File: src/rtl/afe_pulse_receiver.sv
// Measures the width of active pulses on a 6-sample-per-cycle ISERDES stream,
// reporting width, leading-edge bit position and a clip flag per pulse.
module afe_pulse_receiver (
  input  logic        clk,
  input  logic        rst,
  input  logic [5:0]  in_word,
  input  logic        y0,
  input  logic        enable,
  input  logic [15:0] max_width,
  output logic [15:0] width,
  output logic [2:0]  lead_pos,
  output logic        valid,
  output logic        overflow,
  output logic        busy
);

  localparam logic [1:0] S_IDLE     = 2'd0;
  localparam logic [1:0] S_MEAS     = 2'd1;
  localparam logic [1:0] S_WAIT_LOW = 2'd2;

  logic [1:0]  state_q, state_d;
  logic [16:0] cnt_q, cnt_d;
  logic [15:0] limit_q, limit_d;
  logic [2:0]  lead_q, lead_d;
  logic        prev_q, prev_d;
  logic [15:0] width_q, width_d;
  logic [2:0]  lead_pos_q, lead_pos_d;
  logic        valid_q, valid_d;
  logic        overflow_q, overflow_d;

  logic [5:0]  w;
  logic [5:0]  edges;
  logic [5:0]  zero_hi;
  logic [2:0]  edge_idx;
  logic [2:0]  zero_hi_idx;
  logic [2:0]  zero_idx;
  logic [15:0] limit_new;
  logic [16:0] start_cnt;
  logic [16:0] meas_sum;

  // Result staging: the FSM picks a raw width, the limit it is judged
  // against and the lead position; clipping is applied in one place.
  logic        fire;
  logic [16:0] res_raw;
  logic [15:0] res_lim;
  logic [2:0]  res_lead;

  function automatic logic [2:0] lowest_set(input logic [5:0] v);
    lowest_set = 3'd0;
    for (int k = 5; k >= 0; k--) begin
      if (v[k]) lowest_set = k[2:0];
    end
  endfunction

  assign w           = y0 ? ~in_word : in_word;
  assign edges       = w & ~{w[4:0], prev_q};
  assign edge_idx    = lowest_set(edges);
  assign zero_hi     = ~w & (6'h3E << edge_idx);
  assign zero_hi_idx = lowest_set(zero_hi);
  assign zero_idx    = lowest_set(~w);
  assign limit_new   = (max_width == 16'd0) ? 16'hFFFF : max_width;
  assign start_cnt   = 17'd6 - {14'd0, edge_idx};
  assign meas_sum    = cnt_q + 17'd6;

  always_comb begin
    // NOTE: every signal driven here gets a default first so no path
    // leaves it unassigned, which would infer a latch.
    state_d    = state_q;
    cnt_d      = cnt_q;
    limit_d    = limit_q;
    lead_d     = lead_q;
    prev_d     = w[5];
    fire       = 1'b0;
    res_raw    = 17'd0;
    res_lim    = limit_q;
    res_lead   = lead_q;

    if (!enable) begin
      state_d = S_IDLE;
      cnt_d   = 17'd0;
    end else begin
      case (state_q)
        S_IDLE: begin
          if (|edges) begin
            limit_d  = limit_new;
            lead_d   = edge_idx;
            res_lim  = limit_new;
            res_lead = edge_idx;
            if (|zero_hi) begin
              fire    = 1'b1;
              res_raw = {14'd0, zero_hi_idx} - {14'd0, edge_idx};
            end else if (start_cnt > {1'b0, limit_new}) begin
              fire    = 1'b1;
              res_raw = start_cnt;
              cnt_d   = 17'd0;
              state_d = S_WAIT_LOW;
            end else begin
              cnt_d   = start_cnt;
              state_d = S_MEAS;
            end
          end
        end
        S_MEAS: begin
          if (w == 6'h3F) begin
            if (meas_sum > {1'b0, limit_q}) begin
              fire    = 1'b1;
              res_raw = meas_sum;
              cnt_d   = 17'd0;
              state_d = S_WAIT_LOW;
            end else begin
              cnt_d = meas_sum;
            end
          end else begin
            fire    = 1'b1;
            res_raw = cnt_q + {14'd0, zero_idx};
            cnt_d   = 17'd0;
            state_d = S_IDLE;
          end
        end
        S_WAIT_LOW: begin
          if (w != 6'h3F) begin
            state_d = S_IDLE;
            cnt_d   = 17'd0;
          end
        end
        default: begin
          state_d = S_IDLE;
          cnt_d   = 17'd0;
        end
      endcase
    end

    valid_d    = fire;
    width_d    = width_q;
    lead_pos_d = lead_pos_q;
    overflow_d = overflow_q;
    if (fire) begin
      lead_pos_d = res_lead;
      if (res_raw > {1'b0, res_lim}) begin
        width_d    = res_lim;
        overflow_d = 1'b1;
      end else begin
        width_d    = res_raw[15:0];
        overflow_d = 1'b0;
      end
    end
  end

  // NOTE: state flops use non-blocking assignment so every flop samples the
  // pre-edge values regardless of statement order.
  always_ff @(posedge clk) begin
    if (rst) begin
      state_q    <= S_IDLE;
      cnt_q      <= 17'd0;
      limit_q    <= 16'hFFFF;
      lead_q     <= 3'd0;
      prev_q     <= 1'b1;
      width_q    <= 16'd0;
      lead_pos_q <= 3'd0;
      valid_q    <= 1'b0;
      overflow_q <= 1'b0;
    end else begin
      state_q    <= state_d;
      cnt_q      <= cnt_d;
      limit_q    <= limit_d;
      lead_q     <= lead_d;
      prev_q     <= prev_d;
      width_q    <= width_d;
      lead_pos_q <= lead_pos_d;
      valid_q    <= valid_d;
      overflow_q <= overflow_d;
    end
  end

  assign width    = width_q;
  assign lead_pos = lead_pos_q;
  assign valid    = valid_q;
  assign overflow = overflow_q;
  assign busy     = (state_q == S_MEAS) || (state_q == S_WAIT_LOW);

endmodule

File: config.mk
export PLATFORM = sky130hd
export DESIGN_NAME = afe_pulse_receiver
export DESIGN_NICKNAME = d
export VERILOG_FILES = /design/src/rtl/afe_pulse_receiver.sv
export SDC_FILE = /design/constraint.sdc
export NUM_CORES = 1
export LEC_CHECK = 0
export CAP_MARGIN = 20
export CORE_MARGIN = 3
export CORE_UTILIZATION = 38
export CTS_CLUSTER_SIZE = 14
export DETAILED_ROUTE_END_ITERATION = 16
export GPL_ROUTABILITY_DRIVEN = 0
export HOLD_SLACK_MARGIN = 0.06
export PLACE_DENSITY_LB_ADDON = 0.05
export SLEW_MARGIN = 20
export SYNTH_ARGS = -nofsm -noshare
export SYNTH_HDL_FRONTEND = slang
export SYNTH_SLANG_ARGS = --single-unit
File: constraint.sdc
create_clock -name clk -period 13.3 [get_ports clk]
set_input_delay 2.66 -clock clk [delete_from_list [all_inputs] [get_ports clk]]
set_output_delay 2.66 -clock clk [all_outputs]
set_load 0.01 [all_outputs]
==> metrics <==
Yosys reg bits=60; first-pass GRT wire length=27.52 mm; status=complete, no violations; Nets=825; Worst Setup Start Kind=input pin; Global Route met2 Usage=35.15%; critical path type=input pin to flip-flop; die height=126.5 µm; post-synth cell types=85; Slowest Stage Delay on Critical Path=710 ps; cell family with the largest share of critical-path delay=compound AO/OA/AOI/OAI gates; DRT iter0 DRCs=426; n_diodes=0; max-slew violation count=0; endpoints failing hold=0; Main synth FF type=dfxtp_1; worst slew pin tran=1034 ps; std cell rows=43; largest net degree at the start of global routing=36; Final Setup Violations=0; Crit path top cell by count=ha_1; Root Buffer=clkbuf_16; slowest stage cell, crit path=clkdlybuf4s50_1; fmax=109.5 MHz; initial antenna violation count=0; Switching Fraction=34.99%; Total Wirelength=16.95 mm; final worst-path cycle share=68.67%; post_cts resized=0; post-layout instance area=6401 µm²; vias=5265; hold-fix buffers at CTS=0; port bufs=47; worst-path fanout max=12; area of placed instances=6073 µm²; number of buffers and inverters on the critical path=4; total power=717.4 µW; P per Cell Area=112.1 nW/µm²; Crit path depth=29; EDFF count, synth=0; number of max-cap violations=0; Avg Synthesized Cell Area=7.788 µm²; post-CTS setup buffers=0; TritonCTS Buffers=9; H-tree levels=3; Syn. warnings=0; Clock Path Buffers=2; number of cells after detailed placement=907; peak supply drop=0.06811 mV; Final Skew=5.631 ps; crit path from=in_word[1]; Layout area overhead=16.09%; Hold Crit Start=lead_q[1]$_SDFF_PP0_; crit path DAT=9350 ps; aggregate global routing overflow=0; gr usage total=21.56%; crit path time final=9133 ps; Die Area=15990 µm²; die width=126.5 µm; drt first pass iters=5; final setup TNS=0 ps; R2R cell count=23; reg2reg setup slack=6540 ps; Initial Utilization=39.27%; Sequential Power Share=28.8%; # clock sinks=60; crit path capture type=flip-flop; Worst-path clk slew=50 ps; worst-skew pair later-pin latency=330 ps; CP required=13520 ps; post-route ant nets=0; most frequent cells in the layout=79 x nand2_1, 60 x dfxtp_1, 59 x ha_1; vias in the first global route=5103; DR WL/cell=18.36 µm; Detailed Place HPWL=13.13 mm; area of the multi-input gates=3979 µm²; worst-case headroom to the max-slew limit=30.68%; Via density=5.704; Clock Power Share=36.3%; I/O pin count=48; RR Startpoint=cnt_q[1]$_SDFFE_PP0P_; share of the synthesized area in the top cell type=21.78%; switching pwr=251.0 µW; non-filler cells, final=923; # DRC=0; Post-Syn Area=5514 µm²; HP Class=flip-flop to flip-flop; Mapped Cells=708; FF/Latch Area=1201 µm²; top post-synthesis cells by area=dfxtp_1 22%, ha_1 13%, nand2_1 5.4%, o21ai_0 5.3%, a21oi_1 4.2%; register area share after synthesis=21.78%; Comb pwr share=34.9%; gr busiest metal=met2; Leakage=2.671 nW; met3 track demand over resource=3.326%; CTS tree=yes; met1 Usage GRT=29.48%; fill cell count=1404; layout cells sized above 1=8.748%; Hold Crit Depth=2; share of flip-flops with an asynchronous set or reset=0%; Yosys top cell by area=dfxtp_1; unrepaired setup endpoints after global routing=no; Core ar.=14040 µm²; commonest non-fill, non-tap cell in the layout=nand2_1; Cell Int Power=466.4 µW
per-stage QoR:
step / hold slack (ps) / util (%) / setup slack, ps
6_report: 482.7 / 45.59 / 4167
5_1_grt: 505.0 / 45.59 / 3624
4_1_cts: 488.1 / 45.58 / 4264
3_5_place_dp: 474.9 / 43.25 / 3923
3_3_place_gp: 475.7 / 43.17 / 3851
2_1_floorplan: 447.2 / - / 5383
metal layers:
| metal | vias up | wire, µm |
|---|---|---|
| li1 | 2623 | - |
| met1 | 2482 | 8044 |
| met2 | 133 | 7817 |
| met3 | 27 | 684 |
| met4 | 0 | 402 |
| met5 | - | 0 |
state kept, by name, indices dropped and copies added (netlist names):
name      cells
overflow      1
cnt_q        17
prev_q        1
valid         1
width        16
lead_q        3
limit_q      16
lead_pos      3
state_q       2
cells in the mapped netlist, types with 3 or more instances:
cell type and number:
a21oi_2 3, o31ai_1 4, o2bb2ai_1 4, buf_6 4
nand2_1 79, a32o_1 4, buf_1 3, clkbuf_1 13
or2_2 4, xor2_1 13, dfxtp_1 60, o221a_1 9
nand3_1 22, nor2_1 54, a21o_1 11, and2_1 6
ha_1 59, buf_2 17, clkbuf_2 3, or3_1 3
a21oi_1 46, a211oi_1 14, nand4_1 12, o21a_1 5
a21boi_0 4, inv_1 42, nor4_1 7, nand3b_1 4
o21ai_0 58, nor3_1 15, nor3_2 7, mux2i_1 7
o21ai_1 7, and3_1 9, xnor2_1 18, a221oi_1 3
a211oi_2 3, nor2b_1 8
area by class of cell:
type,count,area share [%]
multi-input cells,573,62.16
flip-flops and latches,60,18.76
repair buffers,52,7.995
clock buffers,10,3.733
well taps,180,3.518
inverters,42,2.463
clock inverters,6,1.368
worst paths after layout:
kind                            to
max          width[9]$_SDFFE_PP0P_
min           lead_q[1]$_SDFF_PP0_
max reg2reg  width[9]$_SDFFE_PP0P_
min reg2reg   lead_q[1]$_SDFF_PP0_
worst min-delay path: cells and delay by family (launching register included):
family | cells | cell delay [ps]
DFF | 1 | 300
and+or+nand+nor | 1 | 80
AOI/OAI and AO/OA | 1 | 70
power by group through the flow:
stage / clock [mW] / combinational, mW / sequential [mW]
3_3_place_gp: 0 / 0.242 / 0.210
6_report: 0.260 / 0.250 / 0.207
4_1_cts: 0.266 / 0.249 / 0.207
2_1_floorplan: 0 / 0.165 / 0.213
5_1_grt: 0.275 / 0.280 / 0.209
3_5_place_dp: 0 / 0.247 / 0.211
cell families after synthesis:
| group | after synthesis | synth area share, % |
|---|---|---|
| xor gates and xnor gates | 31 | 4.924 |
| adders and majority gates | 61 | 14.11 |
| buffers and inverters | 84 | 6.853 |
| AOI/OAI and AO/OA | 212 | 27.37 |
| and+or+nand+nor | 249 | 23.14 |
| other | 2 | 0.1362 |
| muxes | 9 | 1.679 |
| DFF | 60 | 21.78 |
Power figures use the tool's default switching activity.
